**src/rtl/remainder_reg.sv**
```systemverilog
// rtl/remainder_reg.sv - remainder/quotient shift register for a restoring shift-subtract divider
module remainder_reg #(
    parameter int WIDTH = 32
) (
    input  logic               clk,
    input  logic               Reset,
    input  logic               SRL_ctrl,
    input  logic               SLL_ctrl,
    input  logic               W_ctrl,
    input  logic               Ready,
    input  logic               ALU_carry,
    input  logic [WIDTH-1:0]   ALU_result,
    input  logic [WIDTH-1:0]   Dividend_in,
    output logic [2*WIDTH-1:0] Remainder_out
);

    logic [2*WIDTH-1:0] r_q;
    logic [2*WIDTH-1:0] r_d;
    logic [WIDTH-1:0]   upper;
    logic               sub_ok;

    assign sub_ok = W_ctrl & ~ALU_carry;

    always_comb begin
        r_d   = r_q;
        upper = r_q[2*WIDTH-1:WIDTH];
        if (!Ready) begin
            if (SRL_ctrl) begin
                // Final correction undoes the last left shift of the remainder only.
                r_d[2*WIDTH-1:WIDTH] = r_q[2*WIDTH-1:WIDTH] >> 1;
            end else if (SLL_ctrl) begin
                if (sub_ok) begin
                    upper = ALU_result;
                end
                r_d    = {upper, r_q[WIDTH-1:0]} << 1;
                r_d[0] = sub_ok;
            end else if (sub_ok) begin
                r_d[2*WIDTH-1:WIDTH] = ALU_result;
            end
        end
    end

    always_ff @(posedge clk) begin
        if (Reset) begin
            r_q <= {{(WIDTH-1){1'b0}}, Dividend_in, 1'b0};
        end else begin
            r_q <= r_d;
        end
    end

    assign Remainder_out = r_q;

endmodule

```
**config.mk**
```make
export PLATFORM = sky130hd
export DESIGN_NAME = remainder_reg
export DESIGN_NICKNAME = d
export VERILOG_FILES = /design/src/rtl/remainder_reg.sv
export SDC_FILE = /design/constraint.sdc
export NUM_CORES = 1
export LEC_CHECK = 0
export ABC_AREA = 1
export CAP_MARGIN = 10
export CORE_MARGIN = 3
export CORE_UTILIZATION = 45
export DETAILED_ROUTE_END_ITERATION = 7
export GPL_ROUTABILITY_DRIVEN = 0
export HOLD_SLACK_MARGIN = 0.15
export PLACE_DENSITY = 0.8
export SETUP_SLACK_MARGIN = 0.02
export SLEW_MARGIN = 15
export SYNTH_ARGS = -nofsm -noshare
export SYNTH_HDL_FRONTEND = slang
export SYNTH_SLANG_ARGS = --single-unit
```
**constraint.sdc**
```tcl
create_clock -name clk -period 2.43 [get_ports clk]
set_input_delay 0.486 -clock clk [delete_from_list [all_inputs] [get_ports clk]]
set_output_delay 0.486 -clock clk [all_outputs]
set_load 0.01 [all_outputs]
```
Word-level counts from Yosys, hierarchy flattened
Index checks and enable logic that the tools add are counted.
{"block": "totals", "output_inout_bits": 64, "ff_bits": 64}
{"block": "op_classes", "bitwise": 4, "n_eq_ne": 2, "reduce_logical": 5, "n_mux": 7}
{"op": "$mux W32", "count": 5}
{"op": "$mux W33", "count": 2}
{"op": "$reduce_and A3 Y1", "count": 2}
{"op": "$ne A2 B2 Y1 const B", "count": 2}
{"op": "$not A1 Y1", "count": 3}
{"op": "$reduce_bool A3 Y1", "count": 1}
{"op": "$reduce_and A2 Y1", "count": 1}
{"op": "$reduce_bool A2 Y1", "count": 1}
{"op": "$and A1 B1 Y1", "count": 1}

Depth between registers and ports, before layout
Gate-level depths: netlist (run 1).
{"block": "logic_depth", "word_depth": 7, "ltp_mapped": 8, "depth_no_buf": 8}

Least setup slack after synthesis (run 1)
Ideal clock, no wire load.
{"block": "synth_timing", "path_kind": "input to register", "from": "in SRL_ctrl", "to": "reg r_q[10], in the netlist Remainder_out[10], enable pin", "cell_stages": 5, "setup_ps": 388, "path_slack_ps": 353, "arrival_time_ps": 1689, "path_buffers": 2, "cell_sequence": "buf_4 -> nor2_8 -> buf_4 -> nand2_2 -> nand2_1"}
{"block": "synth_between", "elab_chain_cells": 2}
{"item": "start, declared", "line": "7", "text": "input logic SRL_ctrl,"}
{"item": "$ne A2 B2 Y1 (no source line)"}
{"item": "$reduce_and A3 Y1 (no source line)"}
{"item": "end signal, assigned", "line": "45", "text": "r_q <= {{(WIDTH-1){1'b0}}, Dividend_in, 1'b0};"}
{"item": "end signal, assigned", "line": "47", "text": "r_q <= r_d;"}
{"item": "end, declared", "line": "17", "text": "logic [2*WIDTH-1:0] r_q;"}
No other way between the ends.
A chain may end at the register's enable or synchronous reset.

Worst setup path after layout (run 1)
{"block": "layout_timing", "from": "reg r_q[62], in the netlist Remainder_out[62]", "to": "out Remainder_out[62]"}
{"item": "end, declared", "line": "14", "text": "output logic [2*WIDTH-1:0] Remainder_out"}
No word-level cell between the ends.

==> impl_metrics.yaml, run 1 <==
sta:
  setup_viol: 0
  worst_slew_pin_slew_ps: 575
  slew_viol_final: 0
  finalWorstSetupSlack_ps: 638
  fin_crit_ps: 1790
  finalCritPeriodShare_pct: 73.8
  fin_tns_setup_ps: 0
  slew_headroom_pct: 61.7
  max_freq_mhz: 558
  final-hold-violation-count: 0
  rsz0062_at_grt: "no"
  clock_skew_ps: 9.75
clock_network:
  cts_buffer_depth: 2
  cts_tree: "yes"
  clock_sinks: 64
  clock_latency_ps: 350
  postCtsHoldBufs: 0
  cts_inserted_buffers: 9
  cts_setup_buffers: 0
  htreeDepth: 3
  post_cts_resized: 0
  clkSlewWorstSetupHoldPaths_ps: 70
  root_buffer: "clkbuf_8"
global_routing:
  grt_pass1_wl_um: 18200
  grtUsageTotal_pct: 22.8
  antenna_found_initial: 0
  overflow: 0
  grt_pass1_vias: 3871
  grt_max_degree: 61
synth:
  yosys_warnings: 0
  syn_area_um2: 3840
  synth_common_cells: "nand3_1 (149), nand2_1 (137), inv_1 (94)"
  synth_edf_count: 32
  seq_area_frac_synth_pct: 41.7
  synth_area_leaders: "edfxtp_1 (25%), nand3_1 (19%), dfxtp_1 (17%), nand2_1 (13%), inv_1 (9.2%)"
  synthFlopType: "edfxtp_1"
  async_flop_share_pct: 0
  synth.largest_area_cell: "edfxtp_1"
  synth_nets: 631
  synth_top_area_share_pct: 25.0
  yosysMostFrequentCell: "nand3_1"
  syn_area_per_cell_um2: 6.85
  ys_seq_elements: 64
  ys_types: 21
  syn_inst: 560
cells_and_area:
  nNetsFinal: 753
  fillers: 740
  antenna_cells: 0
  multi_input_area_um2: 1680
  drive_gt1_share_pct: 5.97
  seqCellArea_um2: 1600
  area_growth_pct: 43.5
  largest_reg_flops: 64
  fin_util_pct: 66.7
setup_path:
  start_kind: "flip-flop"
  cp.required_ps: 1940
  path_class: "reg2out"
  path_delay_family: "buffers and inverters"
  end_kind: "output pin"
  crit_chain: "clkdlybuf4s50_1"
  crit_arrival_ps: 1310
  cp_slowest_stage_delay_ps: 570
  slowest_stage: "clkdlybuf4s50_1"
  worstPathMaxFanout: 4
  cp_num_buf_inv: 1
place:
  place_hpwl_um: 7900
  pre_cts_slack_ps: 321
  port-buffer-count: 134
die:
  die-area_um2: 9670
  die_h_um: 98.3
  initial_utilization_pct: 46.5
  core_um2: 8260
  num_io_pins: 135
  die_w_um: 98.3
  rows: 33
outcome:
  status: "completed"
routing:
  drt-total-wl_um: 11100
  vias_per_cell: 5.24
  drc: 0
  detail-route-antenna-nets: 0
  wl_per_cell_um: 14.1
  dr.pass1.iters: 5
  vias: 4148
  drt-initial-drc-count: 298
min_path:
  hp-class: "in2reg"
power_and_ir_drop:
  cellLeakagePower_uw: 0.00262
  p_per_area_nw_per_um2: 582
  ir_drop_mv: 0.379
job:
  max_cap_violations: 0
-- power by group --
group	internal, µW	switching (µW)	total [µW]	leakage [µW]
logic	351	351	702	0.00189
clock network	789	433	1220	0.000132
registers	1220	57.2	1280	0.000595
-- path summary, 6_finish.rpt --
| kind | start | end | slack [ps] | depth (start not counted) |
|---|---|---|---|---|
| worst min-delay path | Ready | Remainder_out[63]$_SDFFE_PP0P_ | 520 | 3 |
| worst max register to register | Remainder_out[32]$_DFFE_PP_ | Remainder_out[32]$_DFFE_PP_ | 1360 | 5 |
| worst max-delay path | Remainder_out[62]$_SDFFE_PP0N_ | Remainder_out[62] | 640 | 1 |
| worst min register to register | Remainder_out[0]$_SDFFE_PP0P_ | Remainder_out[0]$_SDFFE_PP0P_ | 540 | 2 |
-- through the flow --
stage / cell area [µm²] / hold WS [ps] / power, µW / std cells
after floorplan: 3840 / 530 / 1650 / 560
after global placement: 5240 / 517 / 1980 / 776
after detailed placement: 5240 / 522 / 2000 / 776
after CTS: 5510 / 503 / 3220 / 792
after global routing: 5510 / 524 / 3350 / 792
final: 5510 / 516 / 3200 / 792
-- final cells by class --
| class | count | area share (%) |
|---|---|---|
| clock buffer | 9 | 2.25 |
| clock inverter | 7 | 2.57 |
| inverter | 96 | 6.55 |
| multi-input combinational | 362 | 30.5 |
| sequential | 64 | 29.1 |
| tap | 105 | 2.39 |
| timing repair buffer | 149 | 26.7 |
-- cells in the final DEF (no fill, tap or decap), types with 2 or more instances in the layout --
| cell type | Yosys | layout |
|---|---|---|
| nor2_1 | 4 | 4 |
| inv_2 | 2 | 2 |
| edfxtp_1 | 32 | 32 |
| inv_6 | 0 | 2 |
| nor2_2 | 2 | 2 |
| buf_2 | 13 | 2 |
| bufinv_16 | 0 | 4 |
| clkbuf_8 | 0 | 9 |
| buf_4 | 10 | 13 |
| a21oi_1 | 61 | 61 |
| inv_1 | 94 | 94 |
| nand3_1 | 149 | 149 |
| dfxtp_1 | 32 | 32 |
| clkdlybuf4s50_1 | 0 | 132 |
| buf_12 | 0 | 2 |
| nand2_1 | 137 | 137 |
-- per-layer routing --
layer,global-route usage (%),share of wire [%]
met5,0,0
met4,7.77,1.8
met3,4.29,7.3
met2,38.6,52
met1,29.3,39
-- logic make-up after synthesis --
logic type | count (synthesis) | synth area share, %
AO/OA/AOI/OAI | 64 | 8.61
buffers and inverters | 134 | 14.5
flip-flops | 64 | 41.7
AND/OR/NAND/NOR | 298 | 35.1
Note: power is estimated with default switching activity, not from simulation.
==> run 2: changes to the inputs <==
- clock period: 2.43 -> 1.7 ns (I/O delays scaled with it)
==> impl_metrics.yaml, run 2 (synthesis gave the netlist of run 1 again) <==
outcome:
  status: "completed"
setup_path:
  cp_slowest_stage_delay_ps: 560
  cp_num_buf_inv: 1
  worstPathMaxFanout: 3
  cp.required_ps: 1360
  crit_arrival_ps: 1300
  start_kind: "flip-flop"
  slowest_stage: "clkdlybuf4s50_1"
  end_kind: "output pin"
  path_delay_family: "buffers and inverters"
  path_class: "reg2out"
  crit_chain: "clkdlybuf4s50_1"
sta:
  slew_headroom_pct: 78.3
  clock_skew_ps: 7.28
  fin_crit_ps: 1640
  finalCritPeriodShare_pct: 96.2
  fin_tns_setup_ps: 0
  hold_slack_ps: 402
  slew_viol_final: 0
  worst_slew_pin_slew_ps: 324
  max_freq_mhz: 611
  setup_viol: 0
  rsz0062_at_grt: "no"
  final-hold-violation-count: 0
die:
  core_um2: 8260
  initial_utilization_pct: 46.5
  die_w_um: 98.3
  rows: 33
  die_h_um: 98.3
  die-area_um2: 9670
  num_io_pins: 135
clock_network:
  cts_inserted_buffers: 9
  cts_buffer_depth: 2
  post_cts_resized: 0
  clock_latency_ps: 340
  postCtsHoldBufs: 0
  root_buffer: "clkbuf_8"
  clock_sinks: 64
  cts_tree: "yes"
  cts_setup_buffers: 0
  htreeDepth: 3
  clkSlewWorstSetupHoldPaths_ps: 70
job:
  max_cap_violations: 0
routing:
  dr.pass1.iters: 5
  drc: 0
  vias_per_cell: 5.22
  drt-total-wl_um: 11300
  detail-route-antenna-nets: 0
  drt-initial-drc-count: 259
  vias: 4183
  wl_per_cell_um: 14.1
power_and_ir_drop:
  p_per_area_nw_per_um2: 800
  cellLeakagePower_uw: 0.00269
  ir_drop_mv: 0.526
place:
  port-buffer-count: 134
  place_hpwl_um: 7940
  dp_cells: 785
cells_and_area:
  largest_reg_flops: 64
  drive_gt1_share_pct: 7.33
  final_cell_mix: "nand3_1 (149), nand2_1 (136), clkdlybuf4s50_1 (130)"
  fillers: 710
  stdcell_count: 801
  antenna_cells: 0
  nNetsFinal: 762
  final_common_cell: "nand3_1"
  area_growth_pct: 45.9
global_routing:
  grt_max_degree: 32
  grt_pass1_vias: 3893
  grtUsageTotal_pct: 23.1
  grt_pass1_wl_um: 18400
  antenna_found_initial: 0
  overflow: 0
min_path:
  hp-class: "in2reg"
-- run 2: stage by stage --
stage                     setup slack [ps]  area, µm²  power [µW]  utilization (%)
final                                 63.8       5600        4480             67.8
after floorplan                       58.6       3840        2350                -
after CTS                             39.3       5590        4510             67.7
after global placement               -51.5       5350        2860             64.8
after detailed placement             -66.8       5350        2880             64.8
after global routing                  23.8       5600        4690             67.8
-- run 2: final timing paths --
kind | depth (start not counted) | startpoint | slack (ps) | to
max | 1 | Remainder_out[59]$_SDFFE_PP0N_ | 60 | Remainder_out[59]
min | 2 | Ready | 400 | Remainder_out[32]$_DFFE_PP_
max reg2reg | 5 | Remainder_out[32]$_DFFE_PP_ | 630 | Remainder_out[32]$_DFFE_PP_
min reg2reg | 2 | Remainder_out[0]$_SDFFE_PP0P_ | 540 | Remainder_out[0]$_SDFFE_PP0P_
-- run 2: layout make-up --
class                   count  area (µm²)  area share, %
flip-flops and latches     64        1600           28.6
clock inverters             7         119           2.12
multi-input cells         362        1680           30.0
clock buffers               9         124           2.21
inverters                  96         360           6.44
well taps                 105         131           2.35
repair buffers            158        1580           28.2
-- run 2: power breakdown --
| group | switching, µW | internal [µW] |
|---|---|---|
| clock network | 642 | 977 |
| logic | 507 | 523 |
| registers | 80.0 | 1750 |
| total | 1230 | 3250 |
-- run 2: metal layers --
metal | GRT usage (%) | share of wire, % | up-vias | wire length, µm
met5 | 0 | 0 | - | 0
met4 | 6.93 | 1.7 | 0 | 194
met3 | 5.36 | 6.9 | 22 | 774
met2 | 38.3 | 50 | 170 | 5590
met1 | 30.2 | 42 | 1913 | 4730
li1 | - | - | 2078 | -
